===== src/rtl/estagio_id_rf_if.sv =====
// Bus between the IF/WB side and the decode/register-fetch stage.
// Carries the write-back port, read selects, extender inputs and the ID/EX outputs.
interface estagio_id_rf_if #(
    parameter int LARGURA    = 16,
    parameter int NUM_REG    = 8,
    parameter int LARG_CONST = 12
);
    localparam int SEL = $clog2(NUM_REG);

    logic                  BR_Hab_Escrita;
    logic [SEL-1:0]        BR_Sel_E;
    logic [SEL-1:0]        BR_Sel_SA;
    logic [SEL-1:0]        BR_Sel_SB;
    logic [1:0]            controle;
    logic [LARGURA-1:0]    entrada_ULA;
    logic [LARGURA-1:0]    entrada_MD;
    logic [LARGURA-1:0]    entrada_PC;
    logic [2:0]            EXcontrole;
    logic [LARG_CONST-1:0] EXconstante;
    logic                  valido_in;
    logic                  stall;
    logic                  flush;
    logic [LARGURA-1:0]    A;
    logic [LARGURA-1:0]    B;
    logic [LARGURA-1:0]    constanteExtendida;
    logic                  valido_out;

    // Handshake: valido_in qualifies the decoded instruction; stall holds the ID/EX
    // register, flush squashes it (flush dominates); valido_out marks a live slot in EX.
    modport master (
        output BR_Hab_Escrita, BR_Sel_E, BR_Sel_SA, BR_Sel_SB, controle,
        output entrada_ULA, entrada_MD, entrada_PC, EXcontrole, EXconstante,
        output valido_in, stall, flush,
        input  A, B, constanteExtendida, valido_out
    );

    modport slave (
        input  BR_Hab_Escrita, BR_Sel_E, BR_Sel_SA, BR_Sel_SB, controle,
        input  entrada_ULA, entrada_MD, entrada_PC, EXcontrole, EXconstante,
        input  valido_in, stall, flush,
        output A, B, constanteExtendida, valido_out
    );
endinterface


===== src/rtl/estagio_id_rf.sv =====
// Decode/register-fetch stage: write-back mux, bypassed register bank, constant
// extender and a registered ID/EX boundary with valid, stall and flush.
module estagio_id_rf #(
    parameter int LARGURA    = 16,
    parameter int NUM_REG    = 8,
    parameter int LARG_CONST = 12,
    parameter int R0_ZERO    = 1
) (
    input  logic                 clock,
    input  logic                 reset,
    estagio_id_rf_if.slave       bus
);
    localparam int SEL = $clog2(NUM_REG);

    logic [LARGURA-1:0] regs_q [NUM_REG];
    logic [LARGURA-1:0] regs_d [NUM_REG];
    logic [LARGURA-1:0] a_q, a_d, b_q, b_d, c_q, c_d;
    logic               v_q, v_d;

    logic [LARGURA-1:0] saida_mux;
    logic [LARGURA-1:0] rd_a, rd_b, ext;
    logic               wr_en;
    logic [7:0]         k8;
    logic [3:0]         k4;

    always_comb begin
        saida_mux = '0;
        case (bus.controle)
            2'b00:   saida_mux = bus.entrada_ULA;
            2'b01:   saida_mux = bus.entrada_MD;
            2'b10:   saida_mux = bus.entrada_PC;
            default: saida_mux = '0;
        endcase
    end

    // A write to the hard-wired zero register is dropped before it reaches the bank or the bypass.
    assign wr_en = bus.BR_Hab_Escrita && !((R0_ZERO != 0) && (bus.BR_Sel_E == '0));

    always_comb begin
        rd_a = regs_q[bus.BR_Sel_SA];
        if (wr_en && (bus.BR_Sel_E == bus.BR_Sel_SA)) rd_a = saida_mux;
        if ((R0_ZERO != 0) && (bus.BR_Sel_SA == '0)) rd_a = '0;
    end

    always_comb begin
        rd_b = regs_q[bus.BR_Sel_SB];
        if (wr_en && (bus.BR_Sel_E == bus.BR_Sel_SB)) rd_b = saida_mux;
        if ((R0_ZERO != 0) && (bus.BR_Sel_SB == '0)) rd_b = '0;
    end

    assign k8 = bus.EXconstante[7:0];
    assign k4 = bus.EXconstante[3:0];

    always_comb begin
        ext = '0;
        case (bus.EXcontrole)
            3'b000:  ext = LARGURA'(bus.EXconstante);
            3'b001:  ext = LARGURA'($signed(bus.EXconstante));
            3'b010:  ext = LARGURA'($signed(k8));
            3'b011:  ext = LARGURA'(k8);
            3'b100:  ext = LARGURA'(k8) << (LARGURA - 8);
            3'b101:  ext = LARGURA'($signed(k4));
            default: ext = '0;
        endcase
    end

    always_comb begin
        regs_d = regs_q;
        if (wr_en) regs_d[bus.BR_Sel_E] = saida_mux;
    end

    // Write-back belongs to a later stage, so only the ID/EX slot obeys stall/flush.
    always_comb begin
        a_d = a_q;
        b_d = b_q;
        c_d = c_q;
        v_d = v_q;
        if (bus.flush) begin
            a_d = '0;
            b_d = '0;
            c_d = '0;
            v_d = 1'b0;
        end else if (!bus.stall) begin
            a_d = rd_a;
            b_d = rd_b;
            c_d = ext;
            v_d = bus.valido_in;
        end
    end

    always_ff @(posedge clock or posedge reset) begin
        if (reset) begin
            regs_q <= '{default: '0};
            a_q    <= '0;
            b_q    <= '0;
            c_q    <= '0;
            v_q    <= 1'b0;
        end else begin
            regs_q <= regs_d;
            a_q    <= a_d;
            b_q    <= b_d;
            c_q    <= c_d;
            v_q    <= v_d;
        end
    end

    assign bus.A                  = a_q;
    assign bus.B                  = b_q;
    assign bus.constanteExtendida = c_q;
    assign bus.valido_out         = v_q;
endmodule

===== src/flat_wrapper.sv =====
// flat-port wrapper written by rule: the top's interface ports become plain ports
module estagio_id_rf_flat 
#(
    parameter int LARGURA    = 16,
    parameter int NUM_REG    = 8,
    parameter int LARG_CONST = 12,
    parameter int R0_ZERO    = 1
)
  (clock, reset, bus_BR_Hab_Escrita, bus_BR_Sel_E, bus_BR_Sel_SA, bus_BR_Sel_SB, bus_controle, bus_entrada_ULA, bus_entrada_MD, bus_entrada_PC, bus_EXcontrole, bus_EXconstante, bus_valido_in, bus_stall, bus_flush, bus_A, bus_B, bus_constanteExtendida, bus_valido_out);
  estagio_id_rf_if #(.LARGURA(LARGURA), .NUM_REG(NUM_REG), .LARG_CONST(LARG_CONST)) bus_i ();
  input  logic clock;
  input  logic reset;
  input wire logic [$bits(bus_i.BR_Hab_Escrita)-1:0] bus_BR_Hab_Escrita;
  input wire logic [$bits(bus_i.BR_Sel_E)-1:0] bus_BR_Sel_E;
  input wire logic [$bits(bus_i.BR_Sel_SA)-1:0] bus_BR_Sel_SA;
  input wire logic [$bits(bus_i.BR_Sel_SB)-1:0] bus_BR_Sel_SB;
  input wire logic [$bits(bus_i.controle)-1:0] bus_controle;
  input wire logic [$bits(bus_i.entrada_ULA)-1:0] bus_entrada_ULA;
  input wire logic [$bits(bus_i.entrada_MD)-1:0] bus_entrada_MD;
  input wire logic [$bits(bus_i.entrada_PC)-1:0] bus_entrada_PC;
  input wire logic [$bits(bus_i.EXcontrole)-1:0] bus_EXcontrole;
  input wire logic [$bits(bus_i.EXconstante)-1:0] bus_EXconstante;
  input wire logic [$bits(bus_i.valido_in)-1:0] bus_valido_in;
  input wire logic [$bits(bus_i.stall)-1:0] bus_stall;
  input wire logic [$bits(bus_i.flush)-1:0] bus_flush;
  output wire logic [$bits(bus_i.A)-1:0] bus_A;
  output wire logic [$bits(bus_i.B)-1:0] bus_B;
  output wire logic [$bits(bus_i.constanteExtendida)-1:0] bus_constanteExtendida;
  output wire logic [$bits(bus_i.valido_out)-1:0] bus_valido_out;
  assign bus_i.BR_Hab_Escrita = bus_BR_Hab_Escrita;
  assign bus_i.BR_Sel_E = bus_BR_Sel_E;
  assign bus_i.BR_Sel_SA = bus_BR_Sel_SA;
  assign bus_i.BR_Sel_SB = bus_BR_Sel_SB;
  assign bus_i.controle = bus_controle;
  assign bus_i.entrada_ULA = bus_entrada_ULA;
  assign bus_i.entrada_MD = bus_entrada_MD;
  assign bus_i.entrada_PC = bus_entrada_PC;
  assign bus_i.EXcontrole = bus_EXcontrole;
  assign bus_i.EXconstante = bus_EXconstante;
  assign bus_i.valido_in = bus_valido_in;
  assign bus_i.stall = bus_stall;
  assign bus_i.flush = bus_flush;
  assign bus_A = bus_i.A;
  assign bus_B = bus_i.B;
  assign bus_constanteExtendida = bus_i.constanteExtendida;
  assign bus_valido_out = bus_i.valido_out;
  estagio_id_rf #(.LARGURA(LARGURA), .NUM_REG(NUM_REG), .LARG_CONST(LARG_CONST), .R0_ZERO(R0_ZERO)) u_core (.clock(clock), .reset(reset), .bus(bus_i));
endmodule

===== config.mk =====
export PLATFORM = sky130hd
export DESIGN_NAME = estagio_id_rf_flat
export DESIGN_NICKNAME = d
export VERILOG_FILES = /design/src/rtl/estagio_id_rf_if.sv /design/src/rtl/estagio_id_rf.sv /design/src/flat_wrapper.sv
export SDC_FILE = /design/constraint.sdc
export NUM_CORES = 1
export LEC_CHECK = 0
export CELL_PAD_IN_SITES_DETAIL_PLACEMENT = 1
export CELL_PAD_IN_SITES_GLOBAL_PLACEMENT = 2
export CORE_MARGIN = 3
export CORE_UTILIZATION = 36
export DETAILED_ROUTE_END_ITERATION = 12
export GPL_TIMING_DRIVEN = 0
export HOLD_SLACK_MARGIN = 0.1
export PLACE_DENSITY = 0.8
export RECOVER_POWER = 100
export SLEW_MARGIN = 0
export SYNTH_ARGS = -nofsm -noshare
export SYNTH_HDL_FRONTEND = slang
export SYNTH_SLANG_ARGS = --single-unit
export TNS_END_PERCENT = 10

===== constraint.sdc =====
create_clock -name clock -period 8.3 [get_ports clock]
set_input_delay 1.66 -clock clock [delete_from_list [all_inputs] [get_ports clock]]
set_output_delay 1.66 -clock clock [all_outputs]
set_load 0.02 [all_outputs]

==> flow_summary.ini <==
[final_layout]
fillers = 2608
design.final.nets = 995
diodes = 0
stdcell_count = 1246
layout-drive-gt1-share_pct = 12.5
fin_util_pct = 46.1
syn_to_final_growth_pct = 24.0

[logic_synthesis]
synthArstFlopShare_pct = 100
synthCells = 778
synth_compound_gate_area_share_pct = 13.8
syn_area_mm2 = 0.00886
muxShareOfSynthArea_pct = 21.8
ys_ff_latch = 177
synth.avg_cell_area_um2 = 11.4
synth-edff-count = 0
yosys.area_share.simple_pct = 9.55
synth_top_family_by_area = multiplexers
synthAdderAreaFrac_pct = 0
synth_xor_area_share_pct = 0.593
synth_cell_types = 38
ys_seq_area_share_pct = 50.0
synth_flop_cell = dfrtp_1
yosysWarnings = 0
syn-num-nets = 858

[placed_design]
io_buffers = 117
dp_hpwl_mm = 20.6
dp_cells = 1215
gp_congestion = 0.825

[sta]
finalSetupTns_ns = 0
hold_slack_ns = 0.474
worstMarginPinSlew_ns = 2.75
max_freq_mhz = 220
rsz0062_at_grt = no
drv_slew = 57
maxSlewHeadroom_pct = -84.3
final-hold-violation-count = 0
skew_ns = 0.0138
fin_crit_sh_pct = 54.8
min_period_ns = 4.55
setup-violations-final = 0

[routing]
ant_nets = 0
drt_iter0_drc = 581
vias_per_cell = 5.62
via_count = 6998
wirelength_mm = 29.7
drc = 0
wire_per_inst_um = 23.8
dr.pass1.iters = 5

[run_status]
outcome = finished, violations left
violations = capacitance limit, slew limit

[grt]
grt_max_degree = 122
overflow = 0
grt_pass1_wl_mm = 45.5
antenna_found_initial = 0
grt_pass1_vias = 7506
grt_use_total_pct = 23.0

[critical_path]
critPathRequiredTime_ns = 8.64
regToRegEndpoint = u_core.bus.B[0]$_DFFE_PP0P_
ff2ff_setup_slack_ns = 6.80
r2r-start = u_core.regs_q[80]$_DFFE_PP0P_
end_kind = flip-flop
worstSetupPathType = in2reg
critPathMaxFanout = 10
r2r_cells = 4
worstPathArrival_ns = 4.89
cp-start-kind = input port

[power]
peakVddDrop_uv = 104
p_int_uw = 1700
finalPower_uw = 2410
power_density_mw_per_mm2 = 219
switchingPower_uw = 715
power_frac_seq_pct = 45.1
netSwitchingFraction_pct = 29.6
p_leak_uw = 0.00472
clkPwrFrac_pct = 34.2
combPwrFrac_pct = 20.8

[cts]
htreeDepth = 4
clk_path_buf_depth = 2
cts.sinks = 177
cts_resized = 0
tritoncts = done
clock_latency_ns = 0.44
clock-root-buffer = clkbuf_16
cts_buffers = 17
cts_hold_buffers = 0
clk_pin_slew_ns = 0.07
post-cts-setup-buffers = 0

[die]
start_util_pct = 37.2
coreArea_mm2 = 0.0238
rows = 56
io_pins = 129
die_area_mm2 = 0.0265
fp.dieW_um = 163
die_h_um = 163

[run]
max_cap_violations = 1

[min_path]
holdPathStages = 2
hold_start = u_core.bus.constanteExtendida[12]$_DFFE_PP0P_
hold_end = u_core.bus.constanteExtendida[12]$_DFFE_PP0P_
hold_path_class = reg2reg
==> synthesized netlist by cell type (3+ instances only) <==
cell,instances,area [um^2]
a21oi_1,73,365
o21bai_1,3,22.5
nand2b_1,4,25.0
xor2_1,6,52.6
o221ai_1,22,193
o221ai_2,9,135
nor2b_1,6,37.5
o21ai_0,73,365
dfrtp_1,177,4430
nor2_1,66,248
clkbuf_1,66,248
buf_2,10,50.1
nand2_1,104,390
nand4b_1,4,35.0
mux4_2,64,1440
inv_1,5,18.8
nor3_1,5,25.0
a22o_1,10,87.6
mux2i_1,48,480
==> worst max-delay path by stage <==
stage | start | endpoint | slack [ns] | cells past startpoint
floorplan | reset | u_core.bus.A[0]$_DFFE_PP0P_ | 1.84 | 1
global placement | reset | u_core.regs_q[85]$_DFFE_PP0P_ | -0.91 | 2
detailed placement | bus_BR_Hab_Escrita | u_core.bus.A[8]$_DFFE_PP0P_ | 3.88 | 7
CTS | bus_BR_Hab_Escrita | u_core.bus.A[8]$_DFFE_PP0P_ | 4.33 | 7
global route | bus_BR_Hab_Escrita | u_core.bus.B[8]$_DFFE_PP0P_ | 3.68 | 7
finish | bus_BR_Hab_Escrita | u_core.bus.B[8]$_DFFE_PP0P_ | 3.75 | 7
==> critical path, stage by stage <==
cell and delay [ns]:
dlygate4sd3_1 0.80, o31ai_1 0.18, or4_1 0.59, or4_2 0.55, clkbuf_1 0.21, clkbuf_1 0.49
o221ai_1 0.38
==> layout by cell type, fill, tap and decap left out, types with 9 or more instances in the layout <==
master	count
dlygate4sd3_1	53
o221ai_1	26
a21oi_1	73
mux2i_1	48
a22o_1	10
nor2_1	66
clkbuf_16	17
buf_2	9
nand2_1	104
mux4_2	64
clkdlybuf4s50_1	64
dfrtp_1	177
o21ai_0	73
clkbuf_1	70
==> registers in the layout, summed over array words and instances (netlist names) <==
register	count
u_core.bus.constanteExtendida	16
u_core.regs_q	128
u_core.bus.A	16
u_core.bus.valido_out	1
u_core.bus.B	16
==> per-stage QoR <==
stage / worst slack, ns / area (um^2)
floorplan: 1.84 / 8860
global placement: -0.911 / 10400
detailed placement: 3.88 / 10500
CTS: 4.33 / 11100
global route: 3.68 / 11000
finish: 3.75 / 11000
==> metal layers <==
| metal | routed length (um) | up-vias | track usage [%] |
|---|---|---|---|
| met1 | 12600 | 3573 | 29.7 |
| met3 | 2240 | 39 | 6.00 |
| met4 | 608 | 0 | 6.96 |
| met2 | 14200 | 275 | 38.3 |
| met5 | 0 | - | 0 |
| li1 | - | 3111 | - |
==> cell type report <==
class                   count  area [um^2]  share of cell area [%]
plain buffers              81          330                    3.01
clock buffers              20          457                    4.16
clock inverters            11          130                    1.18
inverters                   5         20.0                   0.182
multi-input cells         515         4030                    36.6
flip-flops and latches    177         4430                    40.3
well taps                 319          399                    3.63
repair buffers            118         1200                    10.9
==> power by group through the flow <==
stage               sequential (uW)  combinational, uW  clock [uW]
global placement               1090                496           0
floorplan                      1090                314           0
detailed placement             1100                512           0
CTS                            1090                514         833
global route                   1100                549         871
finish                         1090                501         823
==> logic make-up after synthesis <==
| logic type | count (synthesis) |
|---|---|
| AND/OR/NAND/NOR | 199 |
| buffers and inverters | 86 |
| flip-flops | 177 |
| AO/OA/AOI/OAI | 197 |
| multiplexers | 113 |
| XOR/XNOR | 6 |
Note: power is estimated with default switching activity, not from simulation.
